## src/rtl/tl_copy_engine_pkg.sv

```systemverilog
// ----------------------------------------------------------------------------
// tl_copy_engine_pkg
// Shared TileLink-UL definitions for the copy engine and its interface:
//   - A/D channel opcode encodings (Get, PutFullData, AccessAck, AccessAckData)
//   - tilelink_a : request channel driven by the initiator
//   - tilelink_d : response channel driven by the responder
//   - small helpers for idle A-channel value and word alignment
// ----------------------------------------------------------------------------
package tl_copy_engine_pkg;

    // A-channel and D-channel opcodes share encodings, so keep them distinct by name.
    localparam logic [2:0] TL_PUT_FULL_DATA   = 3'd0;
    localparam logic [2:0] TL_GET             = 3'd4;
    localparam logic [2:0] TL_ACCESS_ACK      = 3'd0;
    localparam logic [2:0] TL_ACCESS_ACK_DATA = 3'd1;

    localparam logic [2:0] TL_SIZE_WORD = 3'd2;   // log2(4 bytes)
    localparam logic [3:0] TL_MASK_WORD = 4'hF;

    // a_ready travels with the request: it tells the responder we always take D beats.
    typedef struct packed {
        logic        a_valid;
        logic [2:0]  a_opcode;
        logic [2:0]  a_param;
        logic [2:0]  a_size;
        logic [7:0]  a_source;
        logic [31:0] a_address;
        logic [3:0]  a_mask;
        logic [31:0] a_data;
        logic        a_ready;
    } tilelink_a;

    // d_ready travels with the response: it tells the initiator an A beat is taken.
    typedef struct packed {
        logic        d_valid;
        logic [2:0]  d_opcode;
        logic [31:0] d_data;
        logic        d_error;
        logic        d_ready;
    } tilelink_d;

    function automatic tilelink_a tla_idle();
        tilelink_a t;
        t         = '0;
        t.a_ready = 1'b1;
        return t;
    endfunction

    function automatic logic [31:0] word_align(input logic [31:0] addr);
        return addr & 32'hFFFF_FFFC;
    endfunction

endpackage

```

## src/rtl/tl_copy_engine_if.sv

```systemverilog
// ----------------------------------------------------------------------------
// tl_copy_engine_if
// One TileLink-UL A/D port pair.
//   bus_tla  : request channel  (master drives, slave observes)
//   tick_tld : response channel (slave drives, master observes)
// ----------------------------------------------------------------------------
interface tl_copy_engine_if;
    import tl_copy_engine_pkg::*;

    tilelink_a bus_tla;
    tilelink_d tick_tld;

    modport master (output bus_tla, input  tick_tld);
    modport slave  (input  bus_tla, output tick_tld);
endinterface

```

## src/rtl/tl_copy_engine.sv

```systemverilog
// ----------------------------------------------------------------------------
// tl_copy_engine
// TileLink-UL initiator that copies len 32-bit words from src_addr to
// dst_addr, one Get followed by one PutFullData per word, with a single
// request outstanding. Stops on a D-channel error or a response timeout.
// Ports:
//   clock, reset_n        : clock and synchronous active-low reset
//   start                 : begin a copy (only looked at in IDLE)
//   src_addr, dst_addr    : byte addresses of first words; bits [1:0] ignored
//   len                   : word count, 0 legal
//   busy, done, error     : status (done one-cycle pulse, error sticky)
//   tl (master)           : bus_tla request out, tick_tld response in
// Parameter:
//   timeout_cycles        : max wait for d_valid after an A beat; 0 = never
// ----------------------------------------------------------------------------
module tl_copy_engine
    import tl_copy_engine_pkg::*;
#(
    parameter int unsigned timeout_cycles = 255
) (
    input  logic              clock,
    input  logic              reset_n,
    input  logic              start,
    input  logic [31:0]       src_addr,
    input  logic [31:0]       dst_addr,
    input  logic [15:0]       len,
    output logic              busy,
    output logic              done,
    output logic              error,
    tl_copy_engine_if.master  tl
);

    localparam int unsigned WAIT_W = (timeout_cycles == 0) ? 1 : $clog2(timeout_cycles + 1);
    // Counter value at which one more silent cycle means the wait has expired.
    localparam logic [WAIT_W-1:0] WAIT_LAST =
        WAIT_W'((timeout_cycles == 0) ? 0 : timeout_cycles - 1);

    typedef enum logic [2:0] {
        ST_IDLE, ST_RD_REQ, ST_RD_WAIT, ST_WR_REQ, ST_WR_WAIT, ST_DONE, ST_ERR
    } state_e;

    state_e            r_state, w_next_state;
    logic [31:0]       r_src, w_src;
    logic [31:0]       r_dst, w_dst;
    logic [15:0]       r_remaining, w_remaining;
    logic [31:0]       r_data, w_data;
    logic [WAIT_W-1:0] r_wait_cnt, w_wait_cnt;
    logic              r_busy, w_busy;
    logic              r_done, w_done;
    logic              r_error, w_error;
    tilelink_a         r_tla, w_tla;

    logic              w_d_ok;
    logic              w_d_err;
    logic              w_timeout;

    assign w_d_ok    = tl.tick_tld.d_valid & ~tl.tick_tld.d_error;
    assign w_d_err   = tl.tick_tld.d_valid &  tl.tick_tld.d_error;
    assign w_timeout = (timeout_cycles != 0) && (r_wait_cnt == WAIT_LAST);

    // Next state, next datapath values and next registered outputs.
    always_comb begin
        // NOTE: every variable gets a default before the case so no path can infer a latch.
        w_next_state = r_state;
        w_src        = r_src;
        w_dst        = r_dst;
        w_remaining  = r_remaining;
        w_data       = r_data;
        w_wait_cnt   = r_wait_cnt;
        w_error      = r_error;

        unique case (r_state)
            ST_IDLE: begin
                if (start) begin
                    w_error = 1'b0;
                    if (len != 16'd0) begin
                        w_next_state = ST_RD_REQ;
                        w_src        = word_align(src_addr);
                        w_dst        = word_align(dst_addr);
                        w_remaining  = len;
                    end else begin
                        w_next_state = ST_DONE;
                    end
                end
            end
            ST_RD_REQ: begin
                if (tl.tick_tld.d_ready) begin
                    w_next_state = ST_RD_WAIT;
                    w_wait_cnt   = '0;
                end
            end
            ST_RD_WAIT: begin
                if (w_d_err) begin
                    w_next_state = ST_ERR;
                end else if (w_d_ok && tl.tick_tld.d_opcode == TL_ACCESS_ACK_DATA) begin
                    w_next_state = ST_WR_REQ;
                    w_data       = tl.tick_tld.d_data;
                end else if (w_timeout) begin
                    w_next_state = ST_ERR;
                end else begin
                    w_wait_cnt = r_wait_cnt + 1'b1;
                end
            end
            ST_WR_REQ: begin
                if (tl.tick_tld.d_ready) begin
                    w_next_state = ST_WR_WAIT;
                    w_wait_cnt   = '0;
                end
            end
            ST_WR_WAIT: begin
                if (w_d_err) begin
                    w_next_state = ST_ERR;
                end else if (w_d_ok) begin
                    // Address arithmetic wraps modulo 2^32 by construction.
                    w_src        = r_src + 32'd4;
                    w_dst        = r_dst + 32'd4;
                    w_remaining  = r_remaining - 16'd1;
                    w_next_state = (r_remaining == 16'd1) ? ST_DONE : ST_RD_REQ;
                end else if (w_timeout) begin
                    w_next_state = ST_ERR;
                end else begin
                    w_wait_cnt = r_wait_cnt + 1'b1;
                end
            end
            ST_DONE: w_next_state = ST_IDLE;
            ST_ERR:  w_next_state = ST_IDLE;
            default: w_next_state = ST_IDLE;
        endcase

        if (w_next_state == ST_ERR) begin
            w_error = 1'b1;
        end

        // Outputs are decoded from the next state so they leave a register.
        w_busy = (w_next_state == ST_RD_REQ) || (w_next_state == ST_RD_WAIT) ||
                 (w_next_state == ST_WR_REQ) || (w_next_state == ST_WR_WAIT);
        w_done = (w_next_state == ST_DONE);

        w_tla = tla_idle();
        if (w_next_state == ST_RD_REQ) begin
            w_tla.a_valid   = 1'b1;
            w_tla.a_opcode  = TL_GET;
            w_tla.a_size    = TL_SIZE_WORD;
            w_tla.a_mask    = TL_MASK_WORD;
            w_tla.a_address = w_src;
        end else if (w_next_state == ST_WR_REQ) begin
            w_tla.a_valid   = 1'b1;
            w_tla.a_opcode  = TL_PUT_FULL_DATA;
            w_tla.a_size    = TL_SIZE_WORD;
            w_tla.a_mask    = TL_MASK_WORD;
            w_tla.a_address = w_dst;
            w_tla.a_data    = w_data;
        end
    end

    // NOTE: sequential state uses non-blocking assignments so all registers update together.
    always_ff @(posedge clock) begin
        if (!reset_n) begin
            // NOTE: every register here is reset; there is no memory array whose reset would be costly.
            r_state     <= ST_IDLE;
            r_src       <= '0;
            r_dst       <= '0;
            r_remaining <= '0;
            r_data      <= '0;
            r_wait_cnt  <= '0;
            r_busy      <= 1'b0;
            r_done      <= 1'b0;
            r_error     <= 1'b0;
            r_tla       <= tla_idle();
        end else begin
            r_state     <= w_next_state;
            r_src       <= w_src;
            r_dst       <= w_dst;
            r_remaining <= w_remaining;
            r_data      <= w_data;
            r_wait_cnt  <= w_wait_cnt;
            r_busy      <= w_busy;
            r_done      <= w_done;
            r_error     <= w_error;
            r_tla       <= w_tla;
        end
    end

    assign busy       = r_busy;
    assign done       = r_done;
    assign error      = r_error;
    assign tl.bus_tla = r_tla;

endmodule

```

## src/flat_wrapper.sv

```systemverilog
// flat-port wrapper written by rule: the top's interface ports become plain ports
module tl_copy_engine_flat import tl_copy_engine_pkg::*;
#(
    parameter int unsigned timeout_cycles = 255
)
  (clock, reset_n, start, src_addr, dst_addr, len, busy, done, error, tl_bus_tla, tl_tick_tld);
  tl_copy_engine_if tl_i ();
  input  logic clock;
  input  logic reset_n;
  input  logic start;
  input  logic [31:0] src_addr;
  input  logic [31:0] dst_addr;
  input  logic [15:0] len;
  output logic busy;
  output logic done;
  output logic error;
  output wire logic [$bits(tl_i.bus_tla)-1:0] tl_bus_tla;
  input wire logic [$bits(tl_i.tick_tld)-1:0] tl_tick_tld;
  assign tl_bus_tla = tl_i.bus_tla;
  assign tl_i.tick_tld = tl_tick_tld;
  tl_copy_engine #(.timeout_cycles(timeout_cycles)) u_core (.clock(clock), .reset_n(reset_n), .start(start), .src_addr(src_addr), .dst_addr(dst_addr), .len(len), .busy(busy), .done(done), .error(error), .tl(tl_i));
endmodule
```

## config.mk

```make
export PLATFORM = sky130hd
export DESIGN_NAME = tl_copy_engine_flat
export DESIGN_NICKNAME = d
export VERILOG_FILES = /design/src/rtl/tl_copy_engine_pkg.sv /design/src/rtl/tl_copy_engine_if.sv /design/src/rtl/tl_copy_engine.sv /design/src/flat_wrapper.sv
export SDC_FILE = /design/constraint.sdc
export NUM_CORES = 1
export LEC_CHECK = 0
export ABC_CLOCK_PERIOD_IN_PS = 3300
export CAP_MARGIN = 30
export CORE_ASPECT_RATIO = 0.6
export CORE_MARGIN = 2
export CORE_UTILIZATION = 50
export CTS_CLUSTER_SIZE = 12
export DETAILED_ROUTE_END_ITERATION = 8
export GPL_ROUTABILITY_DRIVEN = 0
export HOLD_SLACK_MARGIN = 0.02
export MAX_ROUTING_LAYER = met4
export PLACE_DENSITY = 0.8
export SLEW_MARGIN = 20
export SYNTH_ARGS = -nofsm -noshare
export SYNTH_HDL_FRONTEND = slang
export SYNTH_SLANG_ARGS = --single-unit
```

## constraint.sdc

```tcl
create_clock -name clock -period 3.3 [get_ports clock]
set_clock_uncertainty 0.1 [all_clocks]
set_input_delay 0.66 -clock clock [delete_from_list [all_inputs] [get_ports clock]]
set_output_delay 0.66 -clock clock [all_outputs]
set_load 0.01 [all_outputs]
```

; After elaboration in Yosys (flattened, before gate mapping)
; Cells that the tools add are included.
[totals]
out_inout_bits = 90
elab_cells = 109
reg_bits = 202
in_bits = 121
[classes]
add_sub_neg = 4
eq_ne = 21
n_reduce_logical = 16
bitwise_logic = 5
n_mux = 45
[op_table]
columns = op, count
row1 = $mux 32, 11
row2 = $pmux 32 s2, 2
row3 = $mux 68, 1
row4 = $add 32x3->32 const B, 2
row5 = $mux 16, 4
row6 = $mux 8, 6
row7 = $mux 36, 1
row8 = $mux 3, 11
row9 = $pmux 16 s2, 1
row10 = $pmux 8 s3, 1
row11 = $eq 16x1->1 const B, 1
row12 = $reduce_bool 16->1, 1
row13 = $sub 16x1->16 const B, 1
row14 = $pmux 3 s5, 1
row15 = $eq 3x2->1 const B, 4
row16 = $eq 3x3->1 const B, 4
row17 = $ne 2x2->1 const B, 5
row18 = $eq 3x1->1 const B, 3
row19 = $add 8x1->8 const B, 1
row20 = $eq 8x8->1 const B, 1
row21 = $mux 4, 2
row22 = $ne 2x1->1 const B, 3
row23 = $reduce_and 6->1, 1
row24 = $reduce_bool 2->1, 3
row25 = 12 further kinds, 20

; Logic depth before layout (Yosys ltp)
; Gate-level depths: netlist of run 1.
[depth]
ltp_word = 10
depth_mapped = 11
depth_no_buf = 10

; Worst setup path after synthesis of run 1
; No wires, ideal clock.
[synth_path]
path_type = input port to flip-flop
start = in tl_tick_tld[37]
end = reg u_core.r_tla, in the netlist u_core.tl.bus_tla[68]
stages = 8
path_slack_ns = 0.565
required_ns = 3.063
t_arrival_ns = 2.498
setup_time_ns = 0.137
n_path_buf = 1
cell_sequence = buf_2 -> nor2b_1 -> nand4_1 -> nor2_1 -> or4b_1 -> mux2i_1 -> a221oi_1 -> o22ai_2
[synth_between]
elab_chain_cells = 8
word_cells_on_any_way = 18
cone_classes = eq/ne (2) / mux (13) / bitwise (2) / reduce/logical (1)
[synth_rtl]
columns = item, line
row1 = start: declaration, flat_wrapper.sv:18  ; input wire logic [$bits(tl_i.tick_tld)-1:0] tl_tick_tld;
row2 = $and 1x1->1, tl_copy_engine.sv:57  ; assign w_d_ok = tl.tick_tld.d_valid & ~tl.tick_tld.d_error;
row3 = $logic_and 1x1->1, tl_copy_engine.sv:95  ; end else if (w_d_ok && tl.tick_tld.d_opcode == TL_ACCESS_ACK_DATA) begin
row4 = $mux 3, tl_copy_engine.sv:95
row5 = $mux 3, tl_copy_engine.sv:93  ; if (w_d_err) begin
row6 = $pmux 3 s5, tl_copy_engine.sv:72  ; unique case (r_state)
row7 = $eq 3x2->1, tl_copy_engine.sv:146  ; end else if (w_next_state == ST_WR_REQ) begin
row8 = $mux 68, tl_copy_engine.sv:146
row9 = $mux 36 *, tl_copy_engine.sv:140  ; if (w_next_state == ST_RD_REQ) begin
row10 = end signal: assignment, tl_copy_engine.sv:169  ; r_tla <= tla_idle();
row11 = end signal: assignment, tl_copy_engine.sv:180  ; r_tla <= w_tla;
row12 = end: declaration, tl_copy_engine.sv:51  ; tilelink_a r_tla, w_tla;
; Mark *: on every way between the ends. The rest lies on a longest branch, timed or not.
; A chain may end at the register's enable or synchronous reset.

; Final worst setup path of run 1
; Same ends and word-level chain as after synthesis.

==> impl_results.html, run 1 <==
<table>
<tr><th>Metric</th><th>Value</th></tr>
<tr><th colspan="2">Outcome</th></tr>
<tr><td>Run status</td><td>complete, no violations</td></tr>
<tr><th colspan="2">STA</th></tr>
<tr><td>Transition time at the pin with the least slew margin</td><td>0.6713 ns</td></tr>
<tr><td>Setup repair after global routing missed its margin</td><td>false</td></tr>
<tr><td>Max-slew violation total from the final report</td><td>0</td></tr>
<tr><td>Setup total negative slack</td><td>0 ns</td></tr>
<tr><td>Relative slew margins</td><td>0.5466</td></tr>
<tr><td>Shortest period the worst path allows</td><td>2.979 ns</td></tr>
<tr><td>Hold violation total from the final report</td><td>0</td></tr>
<tr><td>Peak clock frequency supported by timing</td><td>0.3357 GHz</td></tr>
<tr><td>Count of final setup violators</td><td>0</td></tr>
<tr><td>Final-layout worst hold slack</td><td>0.3846 ns</td></tr>
<tr><td>Period utilisation layout</td><td>0.9028</td></tr>
<tr><th colspan="2">Routing</th></tr>
<tr><td>Detailed Routing Iterations Pass 1</td><td>6</td></tr>
<tr><td>Number of design-rule violations left by the first detailed-router iteration</td><td>1089</td></tr>
<tr><td>Count of nets left with antenna violations after detail routing</td><td>0</td></tr>
<tr><td>Routed via count</td><td>8474</td></tr>
<tr><td>Remaining DRCs</td><td>0</td></tr>
<tr><td>Routed via count divided by cell count</td><td>5.905</td></tr>
<tr><td>Final routed wirelength across all metal layers</td><td>26360 microns</td></tr>
<tr><td>Wire per inst</td><td>18.37 microns</td></tr>
<tr><th colspan="2">Clock network</th></tr>
<tr><td>Hold bufs inserted after CTS</td><td>0</td></tr>
<tr><td>Clock slew at the register clock pins of the worst setup and hold paths</td><td>0.08 ns</td></tr>
<tr><td>Later-pin clock latency in the skew report</td><td>0.44 ns</td></tr>
<tr><td>Max Root-Sink Buffers</td><td>2</td></tr>
<tr><td>Setup bufs post-CTS</td><td>0</td></tr>
<tr><td>Number of gates resized after CTS</td><td>0</td></tr>
<tr><td>H-tree level count</td><td>4</td></tr>
<tr><td>Clock tree from TritonCTS</td><td>yes</td></tr>
<tr><td>Root buf cell</td><td>clkbuf_16</td></tr>
<tr><td>CTS buffer count</td><td>17</td></tr>
<tr><td>TritonCTS sink count</td><td>192</td></tr>
<tr><th colspan="2">Critical path</th></tr>
<tr><td>Required time of the worst setup path</td><td>3.56 ns</td></tr>
<tr><td>Start of the worst register-to-register path</td><td>u_core.r_state[0]</td></tr>
<tr><td>Launch point of the worst path</td><td>tl_tick_tld[37]</td></tr>
<tr><td>Cell-by-cell trace of the critical path</td><td>clkdlybuf4s50_1 &gt; buf_4 &gt; nand2_1 &gt; nor3b_1 &gt; or4b_4 &gt; or4_1 &gt; nand2_1 &gt; a221oi_2 &gt; o22ai_2</td></tr>
<tr><td>Dominant delay contributor by cell family on the critical path</td><td>simple AND/OR/NAND/NOR gates</td></tr>
<tr><td>Largest stage delay on the critical path</td><td>0.54 ns</td></tr>
<tr><td>Peak fanout along the critical path</td><td>7</td></tr>
<tr><td>Worst setup path category</td><td>in -&gt; reg</td></tr>
<tr><td>Worst path arrival time</td><td>3.24 ns</td></tr>
<tr><td>Most frequent cell on the critical path</td><td>nand2_1</td></tr>
<tr><td>Kind of start point of the critical path</td><td>primary input</td></tr>
<tr><td>Crit path max-delay cell type</td><td>clkdlybuf4s50_1</td></tr>
<tr><td>Capturing element type of the critical path</td><td>flop</td></tr>
<tr><td>Buffering stage count on the worst path with inverters included</td><td>2</td></tr>
<tr><th colspan="2">Power and ir drop</th></tr>
<tr><td>Largest vdd supply drop</td><td>0.3808 mV</td></tr>
<tr><td>Leakage power summed over all cells</td><td>0.004493 uW</td></tr>
<tr><td>Ratio of total power to cell area</td><td>491.5 nW/um^2</td></tr>
<tr><th colspan="2">Floorplan</th></tr>
<tr><td>Top-level port count</td><td>211</td></tr>
<tr><td>Overall die width</td><td>172.1 microns</td></tr>
<tr><td>Std cell rows</td><td>36</td></tr>
<tr><td>Starting Density</td><td>0.5169</td></tr>
<tr><td>Die Area</td><td>18040 sq um</td></tr>
<tr><td>Core outline area</td><td>16400 sq um</td></tr>
<tr><td>Chip height</td><td>104.9 microns</td></tr>
<tr><th colspan="2">Place</th></tr>
<tr><td>Placed inst area</td><td>10780 sq um</td></tr>
<tr><td>Detailed placement HPWL</td><td>18660 microns</td></tr>
<tr><td>Port Buffers</td><td>190</td></tr>
<tr><th colspan="2">Cells and area</th></tr>
<tr><td>Most common library cell in the layout ignoring fill and taps</td><td>dfxtp_1</td></tr>
<tr><td>Sequential standard cell area</td><td>3844 sq um</td></tr>
<tr><td>Antenna diode instance count</td><td>0</td></tr>
<tr><td>Leading cell types in the layout, fill and taps excluded</td><td>dfxtp_1, clkdlybuf4s50_1, nor2_1</td></tr>
<tr><td>Layout cell share with drive strength beyond 1</td><td>0.08782</td></tr>
<tr><td>FILL cells</td><td>1325</td></tr>
<tr><td>Net total in the final layout</td><td>1321</td></tr>
<tr><td>Area occupied by multi-input gates</td><td>4235 sq um</td></tr>
<tr><td>Design area</td><td>11370 sq um</td></tr>
<tr><td>Synth-to-layout area growth</td><td>34.19%</td></tr>
<tr><th colspan="2">Global route</th></tr>
<tr><td>Number of global-route vias before repair</td><td>7772</td></tr>
<tr><td>Overall track demand over capacity in global routing</td><td>0.2977</td></tr>
<tr><td>Sum of overflow across all layers after global routing</td><td>0</td></tr>
<tr><td>Antenna violations before repair</td><td>0</td></tr>
<tr><td>Largest net degree at the start of global routing</td><td>90</td></tr>
<tr><td>Wire length of the first global-routing pass</td><td>40940 microns</td></tr>
<tr><th colspan="2">Min path</th></tr>
<tr><td>Launch instance of the worst min-delay path</td><td>u_core.r_src[1]</td></tr>
<tr><td>Worst min-delay path class</td><td>reg -&gt; reg</td></tr>
<tr><th colspan="2">Synthesis</th></tr>
<tr><td>Synth async-reset ratio</td><td>0</td></tr>
<tr><td>Number of warnings issued by yosys</td><td>0</td></tr>
<tr><td>EDFF count, synth</td><td>0</td></tr>
<tr><td>Number of library cell types mapped by synthesis</td><td>70</td></tr>
<tr><td>Portion of the post-synthesis area used by sequential elements</td><td>0.4535</td></tr>
<tr><td>Flip-flop and latch count after synthesis</td><td>192</td></tr>
<tr><td>Post-Syn Area</td><td>8476 sq um</td></tr>
<tr><td>Cells after synthesis</td><td>996</td></tr>
<tr><td>Synthesized area divided by synthesized cell count</td><td>8.510 sq um</td></tr>
<tr><td>Most used flip-flop cell after synthesis</td><td>dfxtp_1</td></tr>
<tr><th colspan="2">Run</th></tr>
<tr><td>Max Cap Viol</td><td>0</td></tr>
</table>
==> synthesized netlist by cell type (7+ instances only) <==
| cell | instances | area [sq um] |
|---|---|---|
| inv_1 | 15 | 56.30 |
| nor4_1 | 12 | 75.07 |
| xor2_1 | 10 | 87.58 |
| a21oi_1 | 46 | 230.2 |
| nand3_1 | 48 | 240.2 |
| dfxtp_1 | 192 | 3844 |
| a22oi_1 | 10 | 75.07 |
| nand2_1 | 96 | 360.4 |
| nand4_1 | 23 | 143.9 |
| o211ai_1 | 10 | 75.07 |
| o22ai_1 | 15 | 93.84 |
| nor3_1 | 47 | 235.2 |
| and2_1 | 15 | 93.84 |
| a31oi_1 | 9 | 56.30 |
| o21ai_0 | 39 | 195.2 |
| nor2_1 | 128 | 480.5 |
| a221oi_1 | 12 | 105.1 |
| o311ai_0 | 7 | 61.31 |
| buf_2 | 11 | 55.05 |
| or3_1 | 8 | 50.05 |
| clkbuf_1 | 40 | 150.1 |
| a22o_1 | 9 | 78.83 |
| buf_4 | 23 | 172.7 |
| and3_1 | 22 | 137.6 |
| mux2i_1 | 39 | 390.4 |
==> registers in the layout, summed over array words and instances (netlist names) <==
register            count
u_core.busy             1
u_core.done             1
u_core.error            1
u_core.r_data          32
u_core.r_dst           32
u_core.r_remaining     16
u_core.r_src           32
u_core.r_state          3
u_core.r_wait_cnt       8
u_core.tl.bus_tla      66
==> power by group <==
group / switching [uW] / leakage [uW] / internal (uW) / total, uW
clock: 1050 / 0.000290 / 1020 / 2070
sequential: 120 / 0.00156 / 2430 / 2550
combinational: 524 / 0.00264 / 446 / 970
total: 1690 / 0.00449 / 3900 / 5590
==> metal layers <==
metal	up-vias	routed length (microns)	global-route usage
li1	3975	-	-
met1	3932	11760	0.4224
met2	517	11090	0.4177
met3	50	3124	0.08144
met4	0	380	0.07563
met5	-	0	-
==> cell families after synthesis <==
logic type / share of synthesized area
simple gates: 0.2458
compound gates: 0.1730
flops: 0.4535
buf+inv: 0.05403
mux: 0.04739
xor+xnor: 0.01653
fa+ha+maj: 0.008857
other cells: 0.0008861
==> layout make-up <==
cell class,count,area share
clock inverters,15,0.01452
multi-input cells,723,0.3724
well taps,228,0.02508
repair buffers,244,0.2073
inverters,16,0.005391
clock buffers,17,0.03740
flip-flops and latches,192,0.3380
==> through the flow <==
step | utilization | worst slack, ns | total power, uW | instances
after floorplan | - | 0.5648 | 3088 | 1010
after global placement | 0.6577 | 0.03639 | 3520 | 1403
after detailed placement | 0.6577 | -0.02893 | 3538 | 1403
after CTS | 0.6937 | 0.4100 | 5594 | 1435
after global routing | 0.6937 | 0.2169 | 5793 | 1435
final | 0.6937 | 0.3207 | 5590 | 1435
==> worst paths after layout <==
path         cells past startpoint  slack, ns                     to
max                              9       0.32  u_core.tl.bus_tla[68]
min                              1       0.38        u_core.r_src[1]
max reg2reg                      8       0.45  u_core.tl.bus_tla[56]
min reg2reg                      1       0.38        u_core.r_src[1]
Power figures use the tool's default switching activity.
==> inputs of run 2 (changes only) <==
--- a/config.mk
+++ b/config.mk
@@ -5,11 +5,12 @@
 export SDC_FILE = /design/constraint.sdc
 export NUM_CORES = 1
 export LEC_CHECK = 0
+export ABC_AREA = 1
 export ABC_CLOCK_PERIOD_IN_PS = 3300
 export CAP_MARGIN = 30
 export CORE_ASPECT_RATIO = 0.6
 export CORE_MARGIN = 2
-export CORE_UTILIZATION = 50
+export CORE_UTILIZATION = 52
 export CTS_CLUSTER_SIZE = 12
 export DETAILED_ROUTE_END_ITERATION = 8
 export GPL_ROUTABILITY_DRIVEN = 0
==> run 2 against run 1 <==
Wire length rose by 22%. Via count rose by 31%. Global-route usage rose by 2.1 points. Total power rose by 4.4%. Worst setup slack improved by 0.27 ns. Core utilization fell by 2.0 points. Hold slack got worse by 0.050 ns. Clock-buffer cell count rose by 3. First-iteration DRC count rose by 23%.
==> impl_results.html, run 2 <==
<table>
<tr><th>Metric</th><th>Value</th></tr>
<tr><th colspan="2">Critical path</th></tr>
<tr><td>Required time of the worst setup path</td><td>3.57 ns</td></tr>
<tr><td>Capturing element type of the critical path</td><td>flop</td></tr>
<tr><td>Worst path arrival time</td><td>2.98 ns</td></tr>
<tr><td>Kind of start point of the critical path</td><td>primary input</td></tr>
<tr><td>Peak fanout along the critical path</td><td>9</td></tr>
<tr><td>Worst setup path category</td><td>in -&gt; reg</td></tr>
<tr><th colspan="2">Clock network</th></tr>
<tr><td>Root buf cell</td><td>clkbuf_16</td></tr>
<tr><td>Max Root-Sink Buffers</td><td>2</td></tr>
<tr><td>Number of gates resized after CTS</td><td>0</td></tr>
<tr><td>H-tree level count</td><td>4</td></tr>
<tr><td>Later-pin clock latency in the skew report</td><td>0.45 ns</td></tr>
<tr><td>Clock slew at the register clock pins of the worst setup and hold paths</td><td>0.07 ns</td></tr>
<tr><td>Hold bufs inserted after CTS</td><td>0</td></tr>
<tr><td>CTS buffer count</td><td>17</td></tr>
<tr><td>TritonCTS sink count</td><td>192</td></tr>
<tr><td>Clock tree from TritonCTS</td><td>yes</td></tr>
<tr><td>Setup bufs post-CTS</td><td>0</td></tr>
<tr><th colspan="2">STA</th></tr>
<tr><td>Peak clock frequency supported by timing</td><td>0.3692 GHz</td></tr>
<tr><td>Setup total negative slack</td><td>0 ns</td></tr>
<tr><td>Max-slew violation total from the final report</td><td>0</td></tr>
<tr><td>Final-layout worst hold slack</td><td>0.3342 ns</td></tr>
<tr><td>Transition time at the pin with the least slew margin</td><td>0.7700 ns</td></tr>
<tr><td>Period utilisation layout</td><td>0.8207</td></tr>
<tr><td>Relative slew margins</td><td>0.4867</td></tr>
<tr><td>Setup repair after global routing missed its margin</td><td>false</td></tr>
<tr><td>Hold violation total from the final report</td><td>0</td></tr>
<tr><td>Shortest period the worst path allows</td><td>2.708 ns</td></tr>
<tr><td>Count of final setup violators</td><td>0</td></tr>
<tr><th colspan="2">Routing</th></tr>
<tr><td>Count of nets left with antenna violations after detail routing</td><td>0</td></tr>
<tr><td>Routed metal-1 wire length</td><td>14180 microns</td></tr>
<tr><td>Remaining DRCs</td><td>0</td></tr>
<tr><td>Routed via count divided by cell count</td><td>5.482</td></tr>
<tr><td>Routed wl met3</td><td>4480 microns</td></tr>
<tr><td>Wire per inst</td><td>15.86 microns</td></tr>
<tr><td>Routed via count</td><td>11130</td></tr>
<tr><td>DR WL met2</td><td>13140 microns</td></tr>
<tr><td>Detailed Routing Iterations Pass 1</td><td>6</td></tr>
<tr><td>Number of design-rule violations left by the first detailed-router iteration</td><td>1341</td></tr>
<tr><td>Final routed wirelength across all metal layers</td><td>32200 microns</td></tr>
<tr><td>Top layer in use</td><td>met4</td></tr>
<tr><th colspan="2">Synthesis</th></tr>
<tr><td>Synth async-reset ratio</td><td>0</td></tr>
<tr><td>Portion of the post-synthesis area used by sequential elements</td><td>0.3749</td></tr>
<tr><td>Largest cells by area after synthesis</td><td>dfxtp_1, nand2_1, nand3_1, nor2_1, inv_1</td></tr>
<tr><td>Post-Syn Area</td><td>10250 sq um</td></tr>
<tr><td>Cells after synthesis</td><td>1582</td></tr>
<tr><td>Flip-flop and latch count after synthesis</td><td>192</td></tr>
<tr><td>EDFF count, synth</td><td>0</td></tr>
<tr><td>Top cells by count, synth</td><td>nand2_1, nor2_1, dfxtp_1</td></tr>
<tr><td>Largest area contributor in the netlist</td><td>dfxtp_1</td></tr>
<tr><td>Most numerous cell in the Yosys netlist</td><td>nand2_1</td></tr>
<tr><td>Number of warnings issued by yosys</td><td>0</td></tr>
<tr><td>Most used flip-flop cell after synthesis</td><td>dfxtp_1</td></tr>
<tr><td>Number of library cell types mapped by synthesis</td><td>42</td></tr>
<tr><td>Area share of the largest cell type after synthesis</td><td>0.3749</td></tr>
<tr><td>Synthesized area divided by synthesized cell count</td><td>6.481 sq um</td></tr>
<tr><th colspan="2">Outcome</th></tr>
<tr><td>Run status</td><td>complete, no violations</td></tr>
<tr><th colspan="2">Place</th></tr>
<tr><td>Port Buffers</td><td>190</td></tr>
<tr><td>Detailed placement HPWL</td><td>23780 microns</td></tr>
<tr><td>Placed inst area</td><td>12340 sq um</td></tr>
<tr><th colspan="2">Global route</th></tr>
<tr><td>Wire length of the first global-routing pass</td><td>50850 microns</td></tr>
<tr><td>Antenna violations before repair</td><td>0</td></tr>
<tr><td>Overall track demand over capacity in global routing</td><td>0.3183</td></tr>
<tr><td>Sum of overflow across all layers after global routing</td><td>0</td></tr>
<tr><td>Largest net degree at the start of global routing</td><td>72</td></tr>
<tr><td>Number of global-route vias before repair</td><td>9894</td></tr>
<tr><th colspan="2">Cells and area</th></tr>
<tr><td>Sequential standard cell area</td><td>3844 sq um</td></tr>
<tr><td>Largest register FFs</td><td>66</td></tr>
<tr><td>Final cell utilization of the core</td><td>0.6733</td></tr>
<tr><td>Layout cell share with drive strength beyond 1</td><td>0.06009</td></tr>
<tr><td>FILL cells</td><td>1645</td></tr>
<tr><td>Antenna diode instance count</td><td>0</td></tr>
<tr><td>Most common library cell in the layout ignoring fill and taps</td><td>nand2_1</td></tr>
<tr><td>Synth-to-layout area growth</td><td>25.92%</td></tr>
<tr><td>Design area</td><td>12910 sq um</td></tr>
<tr><td>Leading cell types in the layout, fill and taps excluded</td><td>nand2_1, nor2_1, dfxtp_1</td></tr>
<tr><td>Net total in the final layout</td><td>1879</td></tr>
<tr><td>Area occupied by multi-input gates</td><td>5454 sq um</td></tr>
<tr><th colspan="2">Run</th></tr>
<tr><td>Max Cap Viol</td><td>0</td></tr>
<tr><th colspan="2">Floorplan</th></tr>
<tr><td>Core outline area</td><td>19180 sq um</td></tr>
<tr><td>Std cell rows</td><td>39</td></tr>
<tr><td>Top-level port count</td><td>211</td></tr>
<tr><td>Overall die width</td><td>185.3 microns</td></tr>
<tr><td>Die Area</td><td>20890 sq um</td></tr>
<tr><td>Starting Density</td><td>0.5347</td></tr>
<tr><td>Chip height</td><td>112.8 microns</td></tr>
<tr><th colspan="2">Min path</th></tr>
<tr><td>Worst min-delay path class</td><td>reg -&gt; reg</td></tr>
<tr><th colspan="2">Power and ir drop</th></tr>
<tr><td>Leakage power summed over all cells</td><td>0.005536 uW</td></tr>
<tr><td>Largest vdd supply drop</td><td>0.3623 mV</td></tr>
<tr><td>Ratio of total power to cell area</td><td>451.8 nW/um^2</td></tr>
</table>
## run 2: final timing paths
kind / cells after the start / slack [ns] / end / startpoint
min: 2 / 0.33 / u_core.r_dst[0] / u_core.r_dst[0]
max reg2reg: 11 / 0.70 / u_core.tl.bus_tla[39] / u_core.r_state[1]
max: 12 / 0.59 / u_core.tl.bus_tla[62] / tl_tick_tld[37]
min reg2reg: 2 / 0.33 / u_core.r_dst[0] / u_core.r_dst[0]
## run 2: through the flow
| step | cells | setup slack, ns | total power [uW] |
|---|---|---|---|
| finish | 2030 | 0.5918 | 5833 |
| global route | 2030 | 0.4701 | 6085 |
| CTS | 2030 | 0.7032 | 5826 |
| detailed placement | 1999 | 0.2548 | 3781 |
| global placement | 1999 | 0.2638 | 3754 |
| floorplan | 1596 | 1.210 | 3314 |
## run 2: layer usage
metal | up-vias | track usage
met5 | - | -
met2 | 639 | 0.4410
met4 | 0 | 0.06614
li1 | 5402 | -
met1 | 5040 | 0.4474
met3 | 47 | 0.1075
## run 2: area by class of cell
class / count / share of cell area
Sequential cell: 192 / 0.2977
Clock inverter: 11 / 0.01018
Clock buffer: 20 / 0.03382
Timing Repair Buffer: 220 / 0.1663
Tap cell: 266 / 0.02578
Inverter: 150 / 0.04380
Multi-Input combinational cell: 1171 / 0.4224
## run 2: worst max-delay path, cell delays in order
cell	delay [ns]
clkdlybuf4s50_1	0.51
inv_1	0.09
nor2_2	0.40
buf_4	0.28
nand3_1	0.23
nor2_1	0.24
nand2_1	0.08
nand2_1	0.06
nand3_1	0.08
nand3_1	0.10
nand3_1	0.06
nand2_1	0.18
## run 2: cell families (layout without fill, tap and decap cells)
group	count (synthesis)	in the layout	synth area share
buffers and inverters	233	401	0.09835
other	2	16	0.0007324
adders and majority gates	6	6	0.007321
and+or+nand+nor	985	985	0.4206
xor gates and xnor gates	13	13	0.01110
DFF	192	192	0.3749
AOI/OAI and AO/OA	141	141	0.07724
muxes	10	10	0.009762
## run 2: report_power, final
group | internal (uW) | switching (uW) | leakage [uW]
sequential | 2450 | 134 | 0.00156
clock | 1120 | 942 | 0.000268
combinational | 469 | 720 | 0.00370
